**config.mk**
```make
export PLATFORM = sky130hd
export DESIGN_NAME = mul_share_arbiter
export DESIGN_NICKNAME = d
export VERILOG_FILES = /design/src/rtl/mul_share_arbiter.sv
export SDC_FILE = /design/constraint.sdc
export NUM_CORES = 1
export LEC_CHECK = 0
export BUFFER_PORTS_ARGS = -buffer_cell sky130_fd_sc_hd__buf_2
export CORE_AREA = 2 2 180 182
export DETAILED_ROUTE_END_ITERATION = 10
export DIE_AREA = 0 0 182 184
export PLACE_DENSITY = 0.71
export RECOVER_POWER = 100
export SYNTH_ARGS = -nofsm -noshare
export SYNTH_HDL_FRONTEND = slang
export SYNTH_SLANG_ARGS = --single-unit
```
**constraint.sdc**
```tcl
create_clock -name clock -period 5.3 [get_ports clock]
set_input_delay 0.53 -clock clock [delete_from_list [all_inputs] [get_ports clock]]
set_output_delay 0.53 -clock clock [all_outputs]
set_load 0.03 [all_outputs]
```
**src/rtl/mul_share_arbiter.sv**
```systemverilog
// mul_share_arbiter
//   Shares one fixed-latency signed 32x32 multiplier among N_REQ requesters.
//   One operation is in flight at a time. A round-robin pick in IDLE latches
//   the winner's operands. ISSUE holds mul_start high until the multiplier
//   answers or the watchdog expires. DONE publishes the tagged response and
//   forces mul_start low for a cycle.
//
// Ports
//   clock, reset            rising-edge clock, synchronous active-high reset
//   req_valid[N_REQ]        per-requester request, held with operands until ack
//   req_mlier/req_mcand     flattened operands, slice i = [32*i+31:32*i]
//   req_ack[N_REQ]          one-hot capture pulse
//   rsp_valid               response pulse; rsp_id/rsp_prodt/rsp_err hold after it
//   busy                    high outside IDLE
//   mul_start/mlier/mcand   multiplier request side
//   mul_prodt/mul_valid     multiplier result side
//
// state | meaning
// IDLE  | waiting for a request; pick the winner and latch its operands
// ISSUE | mul_start high; wait for mul_valid or watchdog expiry
// DONE  | one-cycle response slot; mul_start low, watchdog cleared

module mul_share_arbiter #(
    parameter int N_REQ   = 4,
    parameter int ID_W    = 2,
    parameter int TIMEOUT = 40
) (
    input  logic                clock,
    input  logic                reset,
    input  logic [N_REQ-1:0]    req_valid,
    input  logic [32*N_REQ-1:0] req_mlier,
    input  logic [32*N_REQ-1:0] req_mcand,
    output logic [N_REQ-1:0]    req_ack,
    output logic                rsp_valid,
    output logic [ID_W-1:0]     rsp_id,
    output logic [63:0]         rsp_prodt,
    output logic                rsp_err,
    output logic                busy,
    output logic                mul_start,
    output logic [31:0]         mul_mlier,
    output logic [31:0]         mul_mcand,
    input  logic [63:0]         mul_prodt,
    input  logic                mul_valid
);

    // The count never has to represent more than TIMEOUT-1.
    localparam int CNT_W = (TIMEOUT > 1) ? $clog2(TIMEOUT) : 1;

    typedef enum logic [1:0] {
        IDLE  = 2'd0,
        ISSUE = 2'd1,
        DONE  = 2'd2
    } state_t;

    state_t state, state_nxt;

    logic [ID_W-1:0]  last;
    logic [ID_W-1:0]  cur_id;
    logic [CNT_W-1:0] count;

    logic             win_found;
    logic [ID_W-1:0]  win_id;
    logic [31:0]      win_mlier;
    logic [31:0]      win_mcand;
    logic             timeout_hit;

    // Round-robin search starting just after the last winner. The first hit
    // in the rotation wins, so the previous winner is checked last.
    always_comb begin
        int idx;
        idx       = 0;
        win_found = 1'b0;
        win_id    = '0;
        win_mlier = '0;
        win_mcand = '0;
        for (int k = 1; k <= N_REQ; k++) begin
            idx = int'(last) + k;
            if (idx >= N_REQ) begin
                idx = idx - N_REQ;
            end
            if (!win_found && req_valid[idx]) begin
                win_found = 1'b1;
                win_id    = ID_W'(idx);
                win_mlier = req_mlier[32*idx +: 32];
                win_mcand = req_mcand[32*idx +: 32];
            end
        end
    end

    assign timeout_hit = (count == CNT_W'(TIMEOUT - 1));

    always_ff @(posedge clock) begin
        if (reset) begin
            state <= IDLE;
        end else begin
            state <= state_nxt;
        end
    end

    always_comb begin
        state_nxt = state;
        mul_start = 1'b0;
        busy      = 1'b0;
        case (state)
            IDLE: begin
                if (win_found) begin
                    state_nxt = ISSUE;
                end
            end
            ISSUE: begin
                mul_start = 1'b1;
                busy      = 1'b1;
                if (mul_valid || timeout_hit) begin
                    state_nxt = DONE;
                end
            end
            DONE: begin
                busy      = 1'b1;
                state_nxt = IDLE;
            end
            default: begin
                state_nxt = IDLE;
            end
        endcase
    end

    // Response fields are loaded on the edge that enters DONE, so they are
    // already valid while rsp_valid is high and then hold until the next
    // response. A valid result takes priority over a coincident timeout.
    always_ff @(posedge clock) begin
        if (reset) begin
            last      <= ID_W'(N_REQ - 1);
            cur_id    <= '0;
            count     <= '0;
            req_ack   <= '0;
            rsp_valid <= 1'b0;
            rsp_id    <= '0;
            rsp_prodt <= '0;
            rsp_err   <= 1'b0;
            mul_mlier <= '0;
            mul_mcand <= '0;
        end else begin
            req_ack   <= '0;
            rsp_valid <= 1'b0;
            case (state)
                IDLE: begin
                    if (win_found) begin
                        mul_mlier <= win_mlier;
                        mul_mcand <= win_mcand;
                        cur_id    <= win_id;
                        last      <= win_id;
                        req_ack   <= N_REQ'(1) << win_id;
                    end
                end
                ISSUE: begin
                    count <= count + 1'b1;
                    if (mul_valid) begin
                        rsp_prodt <= mul_prodt;
                        rsp_err   <= 1'b0;
                        rsp_id    <= cur_id;
                        rsp_valid <= 1'b1;
                    end else if (timeout_hit) begin
                        rsp_prodt <= '0;
                        rsp_err   <= 1'b1;
                        rsp_id    <= cur_id;
                        rsp_valid <= 1'b1;
                    end
                end
                DONE: begin
                    count <= '0;
                end
                default: begin
                    count <= '0;
                end
            endcase
        end
    end

endmodule

```
==> results.yml <==
place:
  port-buffer-count: 464
  dp.cells: 1970
  post-place-ws_ns: 1.586
  hpwl_microns: 31260
  gp_congestion: 0.8707
global_routing:
  grt_pass1_wl_microns: 71770
  antenna_found_initial: 30
  first_global_vias: 13106
  grt_max_degree: 140
  grt_usage_pct: 27.14
  grt_overflow_total: 0
sta:
  period_share_pct: 82.26
  rsz0062_at_grt: "no"
  tns_ns: 0
  tightest_slew_ns: 3.104
  period_needed_ns: 4.360
  clock.fmax_mhz: 229.4
  fin_ws_ns: 0.9404
  slew_headroom_pct: -106.9
  finalClockSkew_ns: 0.01377
  drv_slew: 171
  finalHoldViolations: 0
  final-setup-viol-count: 0
worst_setup_path:
  crit_required_ns: 5.64
  reg2regPathDepth: 8
  reg2reg_to: "mul_mlier[31]"
  crit_start: "last[0]"
  start_kind: "flop"
  rrSetupSlack_ns: 0.94
  crit_fanout: 67
  reg2reg_from: "last[0]"
  critPathCaptureType: "flop"
  worstPathArrival_ns: 4.70
  crit_type: "flop to flop"
  crit_end: "mul_mlier[31]"
drt:
  routed_wirelength_microns: 47430
  ant_nets: 0
  drt-met1-wl_microns: 17570
  wl_met3_microns: 4627
  drt_iter0_drc: 927
  drc_errors: 0
  wl_per_cell_microns: 23.37
  routed-via-count: 13470
  firstDrtPassIters: 5
  avgViaCountPerCell: 6.635
  route.met2.wl_microns: 23500
  routed.top_layer: "met5"
status:
  violations: "capacitance limit, slew limit"
  outcome: "finished with violations"
clock_tree:
  cts_root_buffer: "clkbuf_16"
  cts_buffers: 17
  htree_levels: 4
  cts_setup_buffers: 0
  postCtsHoldBufs: 0
  clkLatencyLatePin_ns: 0.43
  cts.clk_slew.worst_paths_ns: 0.08
  cts_tree: "done"
  cts_resized: 0
  clock_path_buffers: 2
  clock_sinks: 148
run:
  drv_cap: 3
synth:
  seq_area_frac_synth_pct: 21.23
  ys_types: 47
  ys_top_cells_by_count: "195 x mux4_2, 148 x dfxtp_1, 145 x nor2_1, 134 x mux2i_1, 84 x clkbuf_1"
  synthTopCellsByArea: "mux4_2 31%, dfxtp_1 21%, mux2i_1 9.6%"
  synthCells: 1245
  netlist_area_sq_um: 13960
  synth.avg_cell_area_sq_um: 11.21
  ys_seq_elements: 148
  syn_nets: 1580
  synth_flop_cell: "dfxtp_1"
  yosysTopAreaCellShare_pct: 31.46
  yosysTopAreaCell: "mux4_2"
  ys_warn_count: 0
  synthArstFlopShare_pct: 0
  yosysMostFrequentCell: "mux4_2"
  synth_edf_count: 0
die:
  dieArea_sq_um: 33490
  die_w_microns: 182
  row_count: 65
  die_h_microns: 184
  coreArea_sq_um: 31390
  pin_count: 465
  start_util_pct: 44.46
pwr:
  ir_drop_v: 0.0003818
  powerDensity_nw_per_um2: 579.5
  leakage_nw: 6.624
cells_and_area:
  final_nets: 1922
  drive_above_1_share_pct: 44.38
  fin_cells: 2030
  area_delta_synth_final_pct: 19.63
worst_hold_path:
  hold_class: "primary input to flop"
-- layout make-up --
class,instances,area (sq um)
inverter,6,22.52
clock inverter,15,188.9
tap,402,503.0
sequential,148,2970
antenna,28,70.07
multi-input combinational,928,10170
clock buffer,17,425.4
fill,2913,14690
timing repair buffer,486,2352
-- worst min path at each step --
stage / start / end / slack, ns / cells past startpoint
2_1_floorplan: cur_id[0] / rsp_id[0] / 0.46 / 2
3_3_place_gp: rsp_err / rsp_err / 0.44 / 2
3_5_place_dp: rsp_err / rsp_err / 0.44 / 2
4_1_cts: mul_prodt[59] / rsp_prodt[59] / 0.32 / 3
5_1_grt: mul_prodt[38] / rsp_prodt[38] / 0.32 / 3
6_report: mul_prodt[59] / rsp_prodt[59] / 0.33 / 3
-- placed cells by master, fill, tap and decap left out, types with 3 or more instances in the layout --
cell	n
buf_2	325
mux4_2	195
dfxtp_1	146
nor2_1	145
clkbuf_1	139
mux2i_1	134
o21ai_0	66
o22ai_1	65
a22oi_1	65
a32o_1	64
a21oi_2	60
a311oi_2	60
diode_2	28
clkbuf_16	17
buf_4	17
a21oi_1	8
ha_1	7
nand2_1	6
inv_1	5
xor2_1	4
a211oi_1	4
nor3_1	4
a311oi_1	4
clkinv_8	4
inv_8	4
nor2b_1	3
nand3_1	3
inv_6	3
clkinvlp_4	3
buf_12	3
-- critical path: stages (launching register included) --
cell      delay (ns)
dfxtp_4         0.52
inv_1           0.17
ha_4            0.36
mux4_2          0.57
buf_4           0.32
nor3_1          0.41
clkbuf_2        1.20
o21ai_0         0.33
a311oi_2        0.37
-- flip-flops by register name, summed over array words and instances, names as in the netlist --
name,flops
rsp_id,2
rsp_prodt,64
last,2
rsp_valid,1
rsp_err,1
state,2
mul_mlier,32
cur_id,2
count,6
mul_mcand,32
req_ack,4
-- where the power goes --
| group | total, W | switching, W | internal, W |
|---|---|---|---|
| Clock | 0.00128 | 0.000598 | 0.000680 |
| Combinational | 0.00683 | 0.00390 | 0.00293 |
| Sequential | 0.00157 | 0.000183 | 0.00139 |
| Total | 0.00968 | 0.00468 | 0.00500 |
-- per-layer routing --
layer / up-vias / GRT usage, %
met5: - / 0
met4: 8 / 13.26
met3: 126 / 6.517
met2: 761 / 46.37
met1: 6704 / 32.16
li1: 5871 / -
-- per-stage QoR --
| step | utilization [%] | hold slack, ns | instance area [sq um] | power, W |
|---|---|---|---|---|
| CTS | 53.62 | 0.3170 | 16830 | 0.009803 |
| global placement | 51.66 | 0.4421 | 16220 | 0.008341 |
| finish | 53.19 | 0.3339 | 16700 | 0.009677 |
| global route | 53.16 | 0.3250 | 16690 | 0.01025 |
| detailed placement | 51.66 | 0.4433 | 16220 | 0.008498 |
| floorplan | - | 0.4611 | 13960 | 0.007109 |
-- logic make-up (layout without fill, tap and decap cells) --
logic type / count (synthesis) / in the layout / synth area share (%)
AO/OA/AOI/OAI: 408 / 408 / 25.03
XOR/XNOR: 6 / 6 / 0.3765
adder cells (fa/ha/maj): 8 / 8 / 0.7171
buffers and inverters: 169 / 524 / 6.167
flip-flops: 148 / 148 / 21.23
multiplexers: 331 / 331 / 41.23
other: 0 / 28 / 0
AND/OR/NAND/NOR: 175 / 175 / 5.253
(Power assumes the default switching activity.)
